## config.mk

```make
export PLATFORM = sky130hd
export DESIGN_NAME = reorder_buffer
export DESIGN_NICKNAME = d
export VERILOG_FILES = /design/src/rtl/rob_pkg.sv /design/src/rtl/rob_ptr.sv /design/src/rtl/reorder_buffer.sv
export SDC_FILE = /design/constraint.sdc
export NUM_CORES = 2
export LEC_CHECK = 0
export CORE_ASPECT_RATIO = 1.1
export CORE_MARGIN = 5
export CORE_UTILIZATION = 40
export CTS_CLUSTER_DIAMETER = 50
export CTS_CLUSTER_SIZE = 8
export DETAILED_ROUTE_END_ITERATION = 16
export DONT_BUFFER_PORTS = 1
export PLACE_DENSITY = 0.53
export SLEW_MARGIN = 5
export SYNTH_ARGS = -nofsm -noshare
export SYNTH_HDL_FRONTEND = slang
export SYNTH_SLANG_ARGS = --single-unit
```

## constraint.sdc

```tcl
create_clock -name clk -period 6.85 [get_ports clk]
set_input_delay 0.685 -clock clk [delete_from_list [all_inputs] [get_ports clk]]
set_output_delay 0.685 -clock clk [all_outputs]
set_load 0.01 [all_outputs]
```

## src/rtl/rob_pkg.sv

```systemverilog
// Shared definitions for the reorder buffer and its consumers (reservation
// station). Holds default widths, the entry layout and the tag type.
package rob_pkg;
    localparam int ROB_ROW_COUNT = 64;
    localparam int REG_W         = 6;
    localparam int DATA_W        = 32;
    localparam int TAG_W         = $clog2(ROB_ROW_COUNT);

    // Tag handed out at allocation and used by RS operand lookups
    typedef logic [TAG_W-1:0] rob_tag_t;

    // One ROB row: valid while in flight, done once its result is written back
    typedef struct packed {
        logic              valid;
        logic              done;
        logic [REG_W-1:0]  dest;
        logic [DATA_W-1:0] value;
    } rob_entry_t;
endpackage

```

## src/rtl/rob_ptr.sv

```systemverilog
// Wrap-bit pointer: low bits index the ROB row, MSB toggles on each wrap so
// head/tail comparison can tell full from empty.
module rob_ptr #(
    parameter int W = 7
) (
    input  logic         clk,
    input  logic         reset,
    input  logic         clear,
    input  logic         inc,
    output logic [W-1:0] ptr
);
    logic [W-1:0] ptr_reg;

    // Pointer register: clear wins over increment
    always_ff @(posedge clk) begin
        if (reset || clear) begin
            ptr_reg <= '0;
        end else if (inc) begin
            ptr_reg <= ptr_reg + 1'b1;
        end
    end

    assign ptr = ptr_reg;
endmodule

```

## src/rtl/reorder_buffer.sv

```systemverilog
// Circular reorder buffer: in-order allocate, tagged writeback from the CDB,
// two combinational operand lookups and in-order single retire per cycle.
// Optional feature macro ROB_WB_BYPASS_EN forwards a same-cycle writeback to
// the lookup ports and to the commit port.
module reorder_buffer
    import rob_pkg::*;
#(
    parameter int ROB_ROW_COUNT = rob_pkg::ROB_ROW_COUNT,
    parameter int REG_W         = rob_pkg::REG_W,
    parameter int DATA_W        = rob_pkg::DATA_W,
    localparam int TAG_W        = $clog2(ROB_ROW_COUNT)
) (
    input  logic              clk,
    input  logic              reset,
    input  logic              alloc_valid,
    input  logic [REG_W-1:0]  alloc_dest,
    output logic              alloc_ready,
    output logic [TAG_W-1:0]  alloc_tag,
    input  logic              wb_valid,
    input  logic [TAG_W-1:0]  wb_tag,
    input  logic [DATA_W-1:0] wb_value,
    input  logic [TAG_W-1:0]  rd_tag0,
    input  logic [TAG_W-1:0]  rd_tag1,
    output logic              rd_ready0,
    output logic              rd_ready1,
    output logic [DATA_W-1:0] rd_value0,
    output logic [DATA_W-1:0] rd_value1,
    output logic              commit_valid,
    output logic [REG_W-1:0]  commit_dest,
    output logic [DATA_W-1:0] commit_value,
    input  logic              commit_ready,
    input  logic              flush,
    output logic [TAG_W:0]    count,
    output logic              empty,
    output logic              full
);
    typedef struct packed {
        logic              valid;
        logic              done;
        logic [REG_W-1:0]  dest;
        logic [DATA_W-1:0] value;
    } entry_t;

    entry_t           entries [ROB_ROW_COUNT];
    logic [TAG_W:0]   head_ptr;
    logic [TAG_W:0]   tail_ptr;
    logic [TAG_W:0]   count_reg;
    logic [TAG_W-1:0] head_idx;
    logic [TAG_W-1:0] tail_idx;
    logic             alloc_fire;
    logic             commit_fire;
    logic             wb_hit;
    logic             head_byp;
    entry_t           head_entry;

    assign head_idx   = head_ptr[TAG_W-1:0];
    assign tail_idx   = tail_ptr[TAG_W-1:0];
    assign head_entry = entries[head_idx];

    assign full  = (head_idx == tail_idx) && (head_ptr[TAG_W] != tail_ptr[TAG_W]);
    assign empty = (head_ptr == tail_ptr);

    // Allocation only looks at full: a retire in the same cycle frees nothing yet
    assign alloc_ready = !full;
    assign alloc_tag   = tail_idx;
    assign alloc_fire  = alloc_valid && !full && !flush;

    // Writebacks to rows not in flight are dropped
    assign wb_hit = wb_valid && entries[wb_tag].valid;

`ifdef ROB_WB_BYPASS_EN
    assign head_byp = wb_hit && (wb_tag == head_idx);
`else
    assign head_byp = 1'b0;
`endif

    // Commit port; dest/value read as zero whenever nothing is retireable
    always_comb begin
        commit_valid = head_entry.valid && (head_entry.done || head_byp);
        commit_dest  = '0;
        commit_value = '0;
        if (commit_valid) begin
            commit_dest  = head_entry.dest;
            commit_value = head_byp ? wb_value : head_entry.value;
        end
    end

    assign commit_fire = commit_valid && commit_ready && !flush;

    rob_ptr #(.W(TAG_W + 1)) u_head (
        .clk   (clk),
        .reset (reset),
        .clear (flush),
        .inc   (commit_fire),
        .ptr   (head_ptr)
    );

    rob_ptr #(.W(TAG_W + 1)) u_tail (
        .clk   (clk),
        .reset (reset),
        .clear (flush),
        .inc   (alloc_fire),
        .ptr   (tail_ptr)
    );

    // Occupancy tracks allocations minus retirements
    always_ff @(posedge clk) begin
        if (reset || flush) begin
            count_reg <= '0;
        end else begin
            count_reg <= count_reg + (TAG_W + 1)'(alloc_fire) - (TAG_W + 1)'(commit_fire);
        end
    end

    assign count = count_reg;

    // Entry storage: reset wipes everything, flush only drops valid bits
    always_ff @(posedge clk) begin
        if (reset) begin
            for (int i = 0; i < ROB_ROW_COUNT; i++) begin
                entries[i] <= '0;
            end
        end else if (flush) begin
            for (int i = 0; i < ROB_ROW_COUNT; i++) begin
                entries[i].valid <= 1'b0;
            end
        end else begin
            if (alloc_fire) begin
                entries[tail_idx] <= '{valid: 1'b1, done: 1'b0, dest: alloc_dest, value: '0};
            end
            if (wb_hit) begin
                entries[wb_tag].done  <= 1'b1;
                entries[wb_tag].value <= wb_value;
            end
            if (commit_fire) begin
                entries[head_idx].valid <= 1'b0;
            end
        end
    end

    // Operand lookup ports, identical logic replicated per port
    logic [TAG_W-1:0]  rd_tag_arr   [2];
    logic              rd_ready_arr [2];
    logic [DATA_W-1:0] rd_value_arr [2];

    assign rd_tag_arr[0] = rd_tag0;
    assign rd_tag_arr[1] = rd_tag1;
    assign rd_ready0     = rd_ready_arr[0];
    assign rd_ready1     = rd_ready_arr[1];
    assign rd_value0     = rd_value_arr[0];
    assign rd_value1     = rd_value_arr[1];

    generate
        for (genvar gi = 0; gi < 2; gi++) begin : g_lookup
            entry_t rd_entry;
            logic   rd_byp;

            assign rd_entry = entries[rd_tag_arr[gi]];
`ifdef ROB_WB_BYPASS_EN
            assign rd_byp = wb_hit && (wb_tag == rd_tag_arr[gi]);
`else
            assign rd_byp = 1'b0;
`endif

            // Ready when in flight and done (or being written back right now)
            always_comb begin
                rd_ready_arr[gi] = rd_entry.valid && (rd_entry.done || rd_byp);
                rd_value_arr[gi] = '0;
                if (rd_ready_arr[gi]) begin
                    rd_value_arr[gi] = rd_byp ? wb_value : rd_entry.value;
                end
            end
        end
    endgenerate
endmodule

```

==> metrics.cfg <==
[synth]
synth.area.top_cells = edfxtp_1 49%, mux4_2 33%, and2_1 7.8%
syn_area_per_cell_sq_um = 16.1
synth.largest_area_cell = edfxtp_1
synth_warnings = 0
synth_top_area_share_pct = 48.7
synth_edf_count = 2432
syn_nets = 9390
syn_area_sq_um = 150000
synth_cells = 9318
yosysMostFrequentCell = edfxtp_1
yosys-top-cells-count = 2432 x edfxtp_1, 2179 x mux4_2, 1864 x and2_1
synth_cell_types = 73
ys_seq_elements = 2587
async_reset_ff_share_pct = 0
ys_seq_area_share_pct = 50.7
synth_ff_type = edfxtp_1

[place]
dpl-instance-area_sq_um = 155000
hpwl_um = 345000
globalplace.congestion = 0.923
dp_cells = 13600
place_ws_ns = 1.56
port-buffer-count = 0

[global_routing]
antenna_found_initial = 56
grt_pass1_vias = 96800
overflow = 0
grt_max_degree = 517
grt_pass1_wl_um = 813000
gr-usage-all-layers_pct = 30.3

[run]
maxCapViolations = 0

[floorplanning]
die-width_um = 594
num_rows = 235
die_h_um = 652
initial_utilization_pct = 40.2
core_sq_um = 373000
die_area_sq_um = 387000
boundaryPins = 183

[timing]
skew_ns = 0.0664
slew-limit-headroom_pct = -150
drv_slew = 455
fin_crit_sh_pct = 93.2
tightest_slew_ns = 3.75
holdWs_ns = 0.0755
fin_setup_tns_ns = 0
finalHoldViolCount = 0
worst_slack_ns = 0.464
rsz0062_at_grt = no
fmax_mhz = 157
setup_viol = 0
final.min_clock_period_ns = 6.39

[clock_network]
cts_tree = built
post_cts_resized = 0
cts.clk_slew.worst_paths_ns = 0.05
clock_latency_ns = 0.96
ctsLongestPathBuffers = 4
cts_buffers = 409
htreeDepth = 5
cts_root_buf = clkbuf_16
cts_num_sinks = 2587

[layout]
syn2layout_area_growth_pct = 12.3
fin_area_sq_um = 168000
drive_gt1_share_pct = 34.6
top_register = entries
regArea_sq_um = 76200
nets = 9121
largest_reg_flops = 2560
final_util_pct = 45.1
final_cell_count_no_fill = 14400
multi_input_comb_area_sq_um = 69900
fillers = 32000

[setup_path]
worstPathArrival_ns = 5.70
cp-end-kind = output port
crit_type = in2out
crit_required_ns = 6.16
cp_common_cell = buf_16
path_cells = buf_16 -> buf_16 -> buf_16 -> mux4_2 -> mux4_2 -> nor2b_1 -> a211oi_1 -> a211oi_1 -> buf_4
slowest_delay_ns = 0.99
critPathLaunchType = input pin
slowest_stage = buf_16
cp_max_fo = 157

[route]
drcViolationCount = 0
wirelength_um = 596000
drtAntennaViolNets = 0
viasPerCell = 6.58
num_vias = 94500
initialDrtViolationCount = 12500
wl_per_cell_um = 41.5
dr.pass1.iters = 6

[pwr]
p_leak_nw = 56.2
ir_drop_uv = 204
power.total_mw = 40.8
power_density_nw_per_um2 = 242

[run_status]
outcome = finished with violations
violations = max-slew violations

[min_path]
hold_path.class = in2reg

-- cells in the final DEF, fill, tap and decap left out, drive strengths merged, types with 11 or more instances in the layout --
master / synthesis / layout
clkinv: 1 / 87
buf: 362 / 325
or2: 49 / 49
mux4: 2179 / 2179
nand3: 20 / 20
a221oi: 14 / 14
a211oi: 54 / 54
or3: 25 / 25
xor2: 11 / 11
inv: 91 / 100
nand2: 161 / 161
dfxtp: 155 / 155
and2: 1865 / 1865
a21oi: 80 / 80
diode: 0 / 86
nor2: 634 / 634
bufinv: 0 / 19
edfxtp: 2432 / 2432
a31oi: 64 / 64
nand2b: 20 / 20
and3: 98 / 98
o2bb2ai: 15 / 15
mux2i: 30 / 30
nor2b: 78 / 78
o22ai: 33 / 33
a21o: 24 / 24
clkbuf: 648 / 530
a22oi: 13 / 13
o21ai: 28 / 28
nor3: 73 / 73
-- logic make-up after synthesis --
group / after synthesis / synth area share (%)
AOI/OAI and AO/OA: 342 / 1.58
xor gates and xnor gates: 17 / 0.0992
adders and majority gates: 10 / 0.0884
buffers and inverters: 1102 / 3.13
DFF: 2587 / 50.7
muxes: 2218 / 33.0
and+or+nand+nor: 3042 / 11.4
-- where the power goes --
group	internal, mW	switching [mW]	leakage, nW
sequential	17.8	0.311	26.5
clock	11.7	7.49	5.90
combinational	1.60	1.95	23.8
total	31.1	9.76	56.2
-- path summary, 6_finish.rpt --
kind                   startpoint               to  slack [ns]  depth (start not counted)
setup / recovery       rd_tag0[0]    rd_value0[26]        0.46                          9
hold / removal              flush    u_tail.ptr[2]        0.08                          4
setup reg to reg    u_tail.ptr[3]  entries[45][21]        1.97                          8
hold reg to reg   entries[24][38]  entries[24][38]        0.45                          2
-- worst max-delay path: cells and delay by family --
family,cells,cell delay (ns)
buffers and inverters,4,2.50
AOI/OAI and AO/OA,2,0.66
muxes,2,1.16
and+or+nand+nor,1,0.17
-- layer usage --
metal	share of wire, %	wire [um]	track usage [%]	up-vias
li1	-	-	-	36800
met1	36	217000	38.9	50600
met2	47	277000	46.8	5992
met3	10	61000	7.29	1114
met4	6.8	40800	18.6	0
met5	0	0	0	-
-- area by class of cell --
type,count,share of cell area [%]
Sequential cell,2587,45.2
Multi-Input combinational cell,5629,41.5
Clock buffer,530,6.43
Tap cell,4977,3.70
Timing Repair Buffer,330,2.04
Clock inverter,123,0.796
Inverter,92,0.209
Antenna cell,86,0.128
-- repair_timing --
item,4_1_cts,5_1_grt
buffers inserted,0,0
hold buffers,43,0
endpoints found under the hold margin,1933,0
Note: power is estimated with default switching activity, not from simulation.
